### config.mk
export PLATFORM = sky130hd
export DESIGN_NAME = game_state_ctrl_flat
export DESIGN_NICKNAME = d
export VERILOG_FILES = /design/src/rtl/game_state_ctrl_if.sv /design/src/rtl/game_state_ctrl.sv /design/src/flat_wrapper.sv
export SDC_FILE = /design/constraint.sdc
export NUM_CORES = 1
export LEC_CHECK = 0
export ABC_AREA = 1
export BUFFER_PORTS_ARGS = -buffer_cell sky130_fd_sc_hd__buf_2
export CAP_MARGIN = 20
export CORE_MARGIN = 2
export CORE_UTILIZATION = 42
export DETAILED_ROUTE_END_ITERATION = 8
export PLACE_DENSITY = 0.6
export RECOVER_POWER = 50
export SLEW_MARGIN = 20
export SYNTH_ARGS = -nofsm -noshare
export SYNTH_HDL_FRONTEND = slang
export SYNTH_SLANG_ARGS = --single-unit
### constraint.sdc
create_clock -name Clk -period 0.97 [get_ports Clk]
set_clock_uncertainty 0.15 [all_clocks]
set_input_delay 0.2425 -clock Clk [delete_from_list [all_inputs] [get_ports Clk]]
set_output_delay 0.2425 -clock Clk [all_outputs]
set_load 0.05 [all_outputs]
### src/rtl/game_state_ctrl_if.sv
// Signal bundle between the game sequencer and its surroundings: keycode and
// frame inputs, player death flags, and the state/winner/blink outputs that
// feed color_mapper and the player modules.
interface game_state_ctrl_if;
    logic       frame_clk;
    logic [7:0] keycode;
    logic       p1_dead;
    logic       p2_dead;
    logic [1:0] game_state;
    logic       round_start;
    logic [1:0] winner;
    logic       start_blink;

    // System side: drives frame/key/death inputs, observes sequencer outputs
    modport master (
        output frame_clk, keycode, p1_dead, p2_dead,
        input  game_state, round_start, winner, start_blink
    );

    // Sequencer side
    modport slave (
        input  frame_clk, keycode, p1_dead, p2_dead,
        output game_state, round_start, winner, start_blink
    );
endinterface

### src/rtl/game_state_ctrl.sv
// Top-level game sequencer: START menu -> PLAY -> OVER panel -> START.
// Produces the game_state code for color_mapper, a one-cycle round_start
// pulse for the players, the winner code and the start-menu blink gate.
module game_state_ctrl #(
    parameter logic [7:0]  KEY_START    = 8'h28,
    parameter int unsigned OVER_FRAMES  = 120,
    parameter int unsigned BLINK_FRAMES = 30,
    parameter int unsigned CNT_W        = 8
) (
    input  logic              Clk,
    input  logic              Reset_n,
    game_state_ctrl_if.slave  gs_if
);

    typedef enum logic [1:0] {
        ST_START   = 2'b00,
        ST_PLAY    = 2'b01,
        ST_OVER    = 2'b10,
        ST_ILLEGAL = 2'b11
    } state_t;

    localparam logic [CNT_W-1:0] OVER_MAX  = CNT_W'(OVER_FRAMES);
    localparam logic [CNT_W-1:0] BLINK_MAX = CNT_W'(BLINK_FRAMES - 1);
    localparam logic [CNT_W-1:0] CNT_ZERO  = {CNT_W{1'b0}};
    localparam logic [CNT_W-1:0] CNT_ONE   = CNT_W'(1);

    logic [1:0]       rst_sync_r;
    logic             rst_n_s;
    logic             key_match_s;
    logic             frame_q_r;
    logic             frame_tick_r;
    logic             key_q_r;
    logic             key_press_r;
    state_t           state_r;
    logic             round_start_r;
    logic [1:0]       winner_r;
    logic             blink_r;
    logic [CNT_W-1:0] cnt_r;

    // Reset synchronizer: assertion takes effect at once, release is aligned to Clk
    always_ff @(posedge Clk or negedge Reset_n) begin
        if (!Reset_n) begin
            rst_sync_r <= 2'b00;
        end else begin
            rst_sync_r <= {rst_sync_r[0], 1'b1};
        end
    end

    assign rst_n_s     = rst_sync_r[1];
    assign key_match_s = (gs_if.keycode == KEY_START);

    // Rising-edge detection of the frame strobe and of the start key (a held key gives one press)
    always_ff @(posedge Clk or negedge rst_n_s) begin
        if (!rst_n_s) begin
            frame_q_r    <= 1'b0;
            frame_tick_r <= 1'b0;
            key_q_r      <= 1'b0;
            key_press_r  <= 1'b0;
        end else begin
            frame_q_r    <= gs_if.frame_clk;
            frame_tick_r <= gs_if.frame_clk & ~frame_q_r;
            key_q_r      <= key_match_s;
            key_press_r  <= key_match_s & ~key_q_r;
        end
    end

    // Game FSM with registered outputs and the shared blink / over-hold frame counter
    always_ff @(posedge Clk or negedge rst_n_s) begin
        if (!rst_n_s) begin
            state_r       <= ST_START;
            round_start_r <= 1'b0;
            winner_r      <= 2'b00;
            blink_r       <= 1'b1;
            cnt_r         <= CNT_ZERO;
        end else begin
            round_start_r <= 1'b0;
            case (state_r)
                ST_START: begin
                    if (key_press_r) begin
                        // A key press beats a same-cycle frame tick: counter restarts
                        state_r       <= ST_PLAY;
                        round_start_r <= 1'b1;
                        winner_r      <= 2'b00;
                        cnt_r         <= CNT_ZERO;
                        blink_r       <= 1'b1;
                    end else if (frame_tick_r) begin
                        if (cnt_r == BLINK_MAX) begin
                            cnt_r   <= CNT_ZERO;
                            blink_r <= ~blink_r;
                        end else begin
                            cnt_r <= cnt_r + CNT_ONE;
                        end
                    end else begin
                        cnt_r <= cnt_r;
                    end
                end
                ST_PLAY: begin
                    cnt_r   <= CNT_ZERO;
                    blink_r <= 1'b1;
                    if (frame_tick_r && (gs_if.p1_dead || gs_if.p2_dead)) begin
                        // P1 dead means P2 wins (10), P2 dead means P1 wins (01), both is a draw (11)
                        state_r  <= ST_OVER;
                        winner_r <= {gs_if.p1_dead, gs_if.p2_dead};
                    end else begin
                        state_r <= ST_PLAY;
                    end
                end
                ST_OVER: begin
                    blink_r <= 1'b1;
                    if (key_press_r && (cnt_r == OVER_MAX)) begin
                        state_r  <= ST_START;
                        winner_r <= 2'b00;
                        cnt_r    <= CNT_ZERO;
                    end else if (frame_tick_r && (cnt_r < OVER_MAX)) begin
                        cnt_r <= cnt_r + CNT_ONE;
                    end else begin
                        cnt_r <= cnt_r;
                    end
                end
                default: begin
                    state_r  <= ST_START;
                    winner_r <= 2'b00;
                    cnt_r    <= CNT_ZERO;
                    blink_r  <= 1'b1;
                end
            endcase
        end
    end

    assign gs_if.game_state  = state_r;
    assign gs_if.round_start = round_start_r;
    assign gs_if.winner      = winner_r;
    assign gs_if.start_blink = blink_r;

endmodule

### src/flat_wrapper.sv
// flat-port wrapper written by rule: the top's interface ports become plain ports
module game_state_ctrl_flat 
#(
    parameter logic [7:0]  KEY_START    = 8'h28,
    parameter int unsigned OVER_FRAMES  = 120,
    parameter int unsigned BLINK_FRAMES = 30,
    parameter int unsigned CNT_W        = 8
)
  (Clk, Reset_n, gs_if_frame_clk, gs_if_keycode, gs_if_p1_dead, gs_if_p2_dead, gs_if_game_state, gs_if_round_start, gs_if_winner, gs_if_start_blink);
  game_state_ctrl_if gs_if_i ();
  input  logic Clk;
  input  logic Reset_n;
  input wire logic [$bits(gs_if_i.frame_clk)-1:0] gs_if_frame_clk;
  input wire logic [$bits(gs_if_i.keycode)-1:0] gs_if_keycode;
  input wire logic [$bits(gs_if_i.p1_dead)-1:0] gs_if_p1_dead;
  input wire logic [$bits(gs_if_i.p2_dead)-1:0] gs_if_p2_dead;
  output wire logic [$bits(gs_if_i.game_state)-1:0] gs_if_game_state;
  output wire logic [$bits(gs_if_i.round_start)-1:0] gs_if_round_start;
  output wire logic [$bits(gs_if_i.winner)-1:0] gs_if_winner;
  output wire logic [$bits(gs_if_i.start_blink)-1:0] gs_if_start_blink;
  assign gs_if_i.frame_clk = gs_if_frame_clk;
  assign gs_if_i.keycode = gs_if_keycode;
  assign gs_if_i.p1_dead = gs_if_p1_dead;
  assign gs_if_i.p2_dead = gs_if_p2_dead;
  assign gs_if_game_state = gs_if_i.game_state;
  assign gs_if_round_start = gs_if_i.round_start;
  assign gs_if_winner = gs_if_i.winner;
  assign gs_if_start_blink = gs_if_i.start_blink;
  game_state_ctrl #(.KEY_START(KEY_START), .OVER_FRAMES(OVER_FRAMES), .BLINK_FRAMES(BLINK_FRAMES), .CNT_W(CNT_W)) u_core (.Clk(Clk), .Reset_n(Reset_n), .gs_if(gs_if_i));
endmodule
==> results of run 1 <==
registers in the layout, indices dropped and copies added, names as in the netlist:
| signal | cells |
|---|---|
| u_core.gs_if.start_blink | 1 |
| u_core.gs_if.round_start | 1 |
| u_core.frame_q_r | 1 |
| u_core.gs_if.winner | 2 |
| u_core.frame_tick_r | 1 |
| u_core.key_q_r | 1 |
| u_core.cnt_r | 8 |
| u_core.rst_sync_r | 2 |
| u_core.key_press_r | 1 |
| u_core.gs_if.game_state | 2 |
worst max-delay path: cells and delay by family, from the launching register on:
kind,cells,cell delay (ps)
flip-flops,1,450
buffers and inverters,3,340
AO/OA/AOI/OAI,1,120
AND/OR/NAND/NOR,6,500
synthesized netlist by cell type, types with 2 or more instances:
library cell / count / area share [%]
nand3_1: 12 / 5.4
a21oi_1: 6 / 2.7
nor2_1: 22 / 7.4
nand4_1: 2 / 1.1
ha_1: 3 / 3.3
dfrtp_1: 19 / 42
nand2_2: 2 / 1.1
nand2_4: 3 / 3.0
nand2_1: 39 / 13
inv_1: 11 / 3.7
inv_2: 6 / 2.0
nand3b_1: 2 / 1.3
o21ai_1: 4 / 1.8
metrics by stage:
stage / total power, mW / hold WS, ps / util [%] / setup WS [ps] / area [um^2]
after floorplan: 1.56 / -203 / - / -580 / 1140
after global placement: 1.91 / -124 / 58.5 / -626 / 1460
after CTS: 2.74 / 12.1 / 70.7 / -608 / 1770
after detailed placement: 1.92 / -121 / 58.5 / -630 / 1460
final: 2.97 / 5.98 / 75.8 / -637 / 1890
after global routing: 3.13 / 29.8 / 75.8 / -708 / 1890
metal layers:
metal | GRT usage (%) | share of wire (%)
met1 | 26.7 | 42
met2 | 37.8 | 51
met3 | 4.19 | 4.8
met4 | 9.06 | 2.2
met5 | 0 | 0
logic make-up (layout without fill, tap and decap cells):
family,after synthesis,after routing,synth area share (%)
fa+ha+maj,3,3,3.35
simple gates,86,87,36.5
other cells,1,1,0.335
xor+xnor,2,2,1.56
buf+inv,19,77,7.14
compound gates,13,13,6.36
flops,20,20,44.8
power by group through the flow:
| stage | sequential, mW | combinational [mW] | clock [mW] |
|---|---|---|---|
| floorplan | 1.09 | 0.470 | 0 |
| global placement | 1.02 | 0.888 | 0 |
| detailed placement | 1.03 | 0.887 | 0 |
| CTS | 1.02 | 1.22 | 0.501 |
| global route | 1.04 | 1.55 | 0.542 |
| finish | 1.03 | 1.43 | 0.509 |
final cells by class:
class,count,area [um^2],area share (%)
repair buffers,56,484,25.6
multi-input cells,106,764,40.4
flip-flops and latches,20,508,26.8
clock buffers,4,36.3,1.92
well taps,30,37.5,1.98
inverters,17,63.8,3.37
worst paths after layout:
kind,startpoint,endpoint
max,u_core.cnt_r[0],u_core.cnt_r[7]
min,gs_if_p2_dead,u_core.gs_if.winner[0]
max reg2reg,u_core.cnt_r[0],u_core.cnt_r[7]
min reg2reg,u_core.rst_sync_r[1],u_core.cnt_r[5]
max in group asynchronous,u_core.rst_sync_r[1],u_core.gs_if.start_blink
min in group asynchronous,Reset_n,u_core.rst_sync_r[0]
timing repair:
item / 4_1_cts / 5_1_grt
hold buffers: 2 / 0
pin swaps: 8 / 13
resized for setup: 44 / 28
cloned: 1 / 0
setup buffers: 8 / 5
setup endpoints to repair: 20 / 20
endpoints found under the hold margin: 4 / 0
==> metrics.txt, run 1 <==
Ys Warns 0; sequential area share after synthesis between 40% and 50%; Worst R2R Path Depth 10; Switching Share 38.2%; hold depth 3; Cells after DPL 216; CTS buffer count 3; Chip Height roughly 56 um; f_max 622 MHz; Worst Path Arrival around 1700 ps; switching power roughly 1.1 mW; CP max-delay cell dfrtp_1; HPWL after DPL 2020 um; R2R Setup Slk -640 ps; Leak just over 0.9 nW; Worst Hold Class in -> reg; Detailed Route Iter0 Violations 35; WL/cell ~15 um; Combinational Power Share between 40 and 50%; first-pass GRT wire length 5390 um; clock-pin slew on the worst setup and hold paths between 100 and 150 ps; Post-Synthesis Cells 144; fill count around 160; status finished with violations; unrepaired setup endpoints after global routing yes; routed vias/inst 5.13; Required @ worst endpoint between 1000 and 1500 ps; synth-to-layout area growth 69.0%; setup violators final 20; clock share of power 17.1%; Clk Latency, worst-skew pair about 310 ps; gpl congestion between 0.8 and 0.9; max_cap viols 0; max incr delay on CP about 450 ps; TritonCTS clock tree yes; H-tree Lvls 1; Avg Inst Size Synth about 7.8 um^2; Internal Pwr Total approximately 1.8 mW; CTS max path bufs 2; Remaining DRCs 0; maximum VDD drop approximately 1.2 mV; Post-Layout Cell Count between 200 and 250; final hold vios 0; Synth Flop Type dfrtp_1; Antenna diodes 0; Core Area roughly 2500 um^2; Tmin final approximately 1600 ps; gr usage total roughly 22%; Layout Nets 220; I/O Buffers 18; ANT nets after route 0; CP dominant cell by count nand2_1; final setup margin -637 ps; total power per unit cell area about 1600 nW/um^2; Die Wd between 50 and 60 um; most frequent cells in the layout nand2_1, buf_4, nor2_1; number of synthesized flops with an enable pin 0; Slew Viols, Final 0; Synth async-reset ratio 100%; Flop pwr share approximately a third; crit path kind reg -> reg; Row Count 18; Worst setup EP type flop; initial antenna violation count 0; post-synth cell types 26; grt ovf 0; DR vias about 1200; Max Fanout on Critical Path 4; vias in the first global route around 1300; crit-path cells inv_2 > buf_4 > buf_4 > nor2_1 > nand2_1 > nand2_1 > nand2_1 > a21oi_4 > nand2_2 > nand2_2; layout cells sized above 1 between 50% and 60%; Cell Area, Synth approximately 1100 um^2; Seq cells post-synth 20; clk root buf clkbuf_4; Net Count, Synth 160; CTS sink count 20; DRT Wirelength 3380 um; violated checks setup timing; drt pass-1 iters 4; Starting Density 44.8%; Final period util 166%; largest net degree at the start of global routing 19; startpoint types flop; Boundary Pins 19; post-route setup TNS -9820 ps; most common cell after layout, fill and taps aside nand2_1; die area 3100 um^2
(Power assumes the default switching activity.)
==> inputs of run 2 (changes only) <==
Settings changed: CORE_UTILIZATION 42 to 25, PLACE_DENSITY 0.6 to 0.39.
==> run 2 against run 1 <==
The flow finishes with violations (hold timing, setup timing). Design area increased by 0.46%. Power increased by 5.0%. First-iteration DRC count decreased by 29%. Sequential cell count unchanged. Critical path type unchanged. Critical endpoint is now u_core.gs_if.winner[0].
==> metrics.txt, run 2 (synthesized netlist as in run 1, its figures left out) <==
status finished with violations; violated checks hold timing, setup timing; Cells after DPL 238; Post-CTS Hold Buffers 2; WL/cell 12.6 um; Worst path top cell family by delay simple AND/OR/NAND/NOR gates; HPWL after DPL between 2000 and 2500 um; post-route setup TNS -9150 ps; Worst Hold Class reg -> async; Die Wd 71.0 um; I/O Buffers 18; Row Count 24; final setup margin -598 ps; Core Area 4320 um^2; DP Area 1480 um^2; Antenna diodes 0; drt pass-1 iters 4; crit-path cells inv_2 > ha_4 > nand2_4 > nor2_4 > nand2_4 > nand2_8 > nand2_8 > o21ai_2 > nand2_1; Reg area 509 um^2; startpoint types flop; Chip Height approximately 71 um; buffers and inverters on the worst path 1; Remaining DRCs 0; synth-to-layout area growth 69.8%; Worst Path Arrival around 1600 ps; Starting Density around a quarter; Detailed Route Iter0 Violations 25; total power between 3 and 4 mW; die area just over 5000 um^2; Tmin final between 1500 and 2000 ps; largest net degree at the start of global routing 13; most common cell after layout, fill and taps aside nand2_1; setup violators final 20; Most flops, register u_core.cnt_r; f_max between 600 and 700 MHz; Final period util 162%; grt ovf 0; Required @ worst endpoint approximately 970 ps; Place WS -670 ps; routed vias/inst roughly 4.5; final core occ 44.0%; DR vias roughly 1100; Internal Pwr Total approximately 2.1 mW; unrepaired setup endpoints after global routing yes; worst hold slack -90.8 ps; maximum VDD drop 0.716 mV; TritonCTS clock tree yes; gpl congestion between 0.7 and 0.8; Clk Latency, worst-skew pair between 200 and 300 ps; crit path kind reg -> reg; vias in the first global route 1144; H-tree Lvls 1; Post-Layout Cell Count about 250; max_cap viols 0; area of the multi-input gates between 700 and 800 um^2; Boundary Pins 19; Switching Share between 30 and 40%; Max Fanout on Critical Path 6; ANT nets after route 0; CTS max path bufs 2; first-pass GRT wire length approximately 5400 um; total power per unit cell area around 1600 nW/um^2; Combinational Power Share between 30% and 40%; clock-pin slew on the worst setup and hold paths about 80 ps; clock share of power about 27%; layout cells sized above 1 53.0%; max incr delay on CP approximately 450 ps; DRT Wirelength 3210 um; final hold vios 2; CTS buffer count 3; Slew Viols, Final 0; Non-Filler Cell Area, Final approximately 1900 um^2; Layout Nets ~220; Flop pwr share about a third; CTS sink count 20; clk root buf clkbuf_8; initial antenna violation count 0; gr usage total around 14%; fill count approximately 440; switching power ~1.1 mW; Worst setup EP type flop; most frequent cells in the layout nand2_1, buf_4, nor2_1; Largest register FFs 8; CP max-delay cell dfrtp_2; Leak 0.922 nW
==> run 2: cell type report <==
class                   count  area share [%]
multi-input cells         108            39.4
repair buffers             53            23.3
inverters                  17            3.35
well taps                  52            3.42
clock buffers               3            2.17
clock inverters             1            1.58
flip-flops and latches     20            26.8
==> run 2: power groups by stage <==
stage / Combinational [mW] / Clock (mW) / Sequential [mW]
2_1_floorplan: 0.470 / 0 / 1.09
3_3_place_gp: 0.890 / 0 / 1.04
3_5_place_dp: 0.892 / 0 / 1.04
4_1_cts: 1.12 / 0.875 / 1.03
5_1_grt: 1.36 / 0.910 / 1.05
6_report: 1.24 / 0.852 / 1.03
==> run 2: worst register-to-register path: stages, from the launching register on <==
cell	delay, ps
dfrtp_2	450
inv_2	80
ha_4	130
nand2_4	50
nor2_4	100
nand2_4	100
nand2_8	120
nand2_8	80
o21ai_2	130
nand2_1	70
==> run 2: final timing paths <==
| kind | from | end | slack (ps) | cells past startpoint |
|---|---|---|---|---|
| max | u_core.cnt_r[0] | u_core.gs_if.winner[0] | -600 | 9 |
| min | u_core.rst_sync_r[1] | u_core.key_press_r | -90 | 0 |
| max reg2reg | u_core.cnt_r[0] | u_core.gs_if.winner[0] | -600 | 9 |
| min reg2reg | u_core.rst_sync_r[1] | u_core.key_press_r | -90 | 0 |
| max in group asynchronous | u_core.rst_sync_r[1] | u_core.cnt_r[0] | 120 | 1 |
| min in group Clk | gs_if_p1_dead | u_core.gs_if.winner[1] | 50 | 3 |
==> run 2: layer usage <==
layer	vias to the layer above	routed length [um]	global-route usage, %
met5	-	0	0
met4	0	44	4.40
met3	6	112	3.13
met2	23	1690	24.1
met1	530	1370	16.0
li1	576	-	-
==> run 2: timing repair <==
action / CTS / global route
gates resized for setup: 42 / 25
gates cloned: 3 / 0
setup endpoints to repair: 20 / 21
pin swaps: 8 / 8
endpoints found under the hold margin: 5 / 2
buffers inserted: 8 / 4
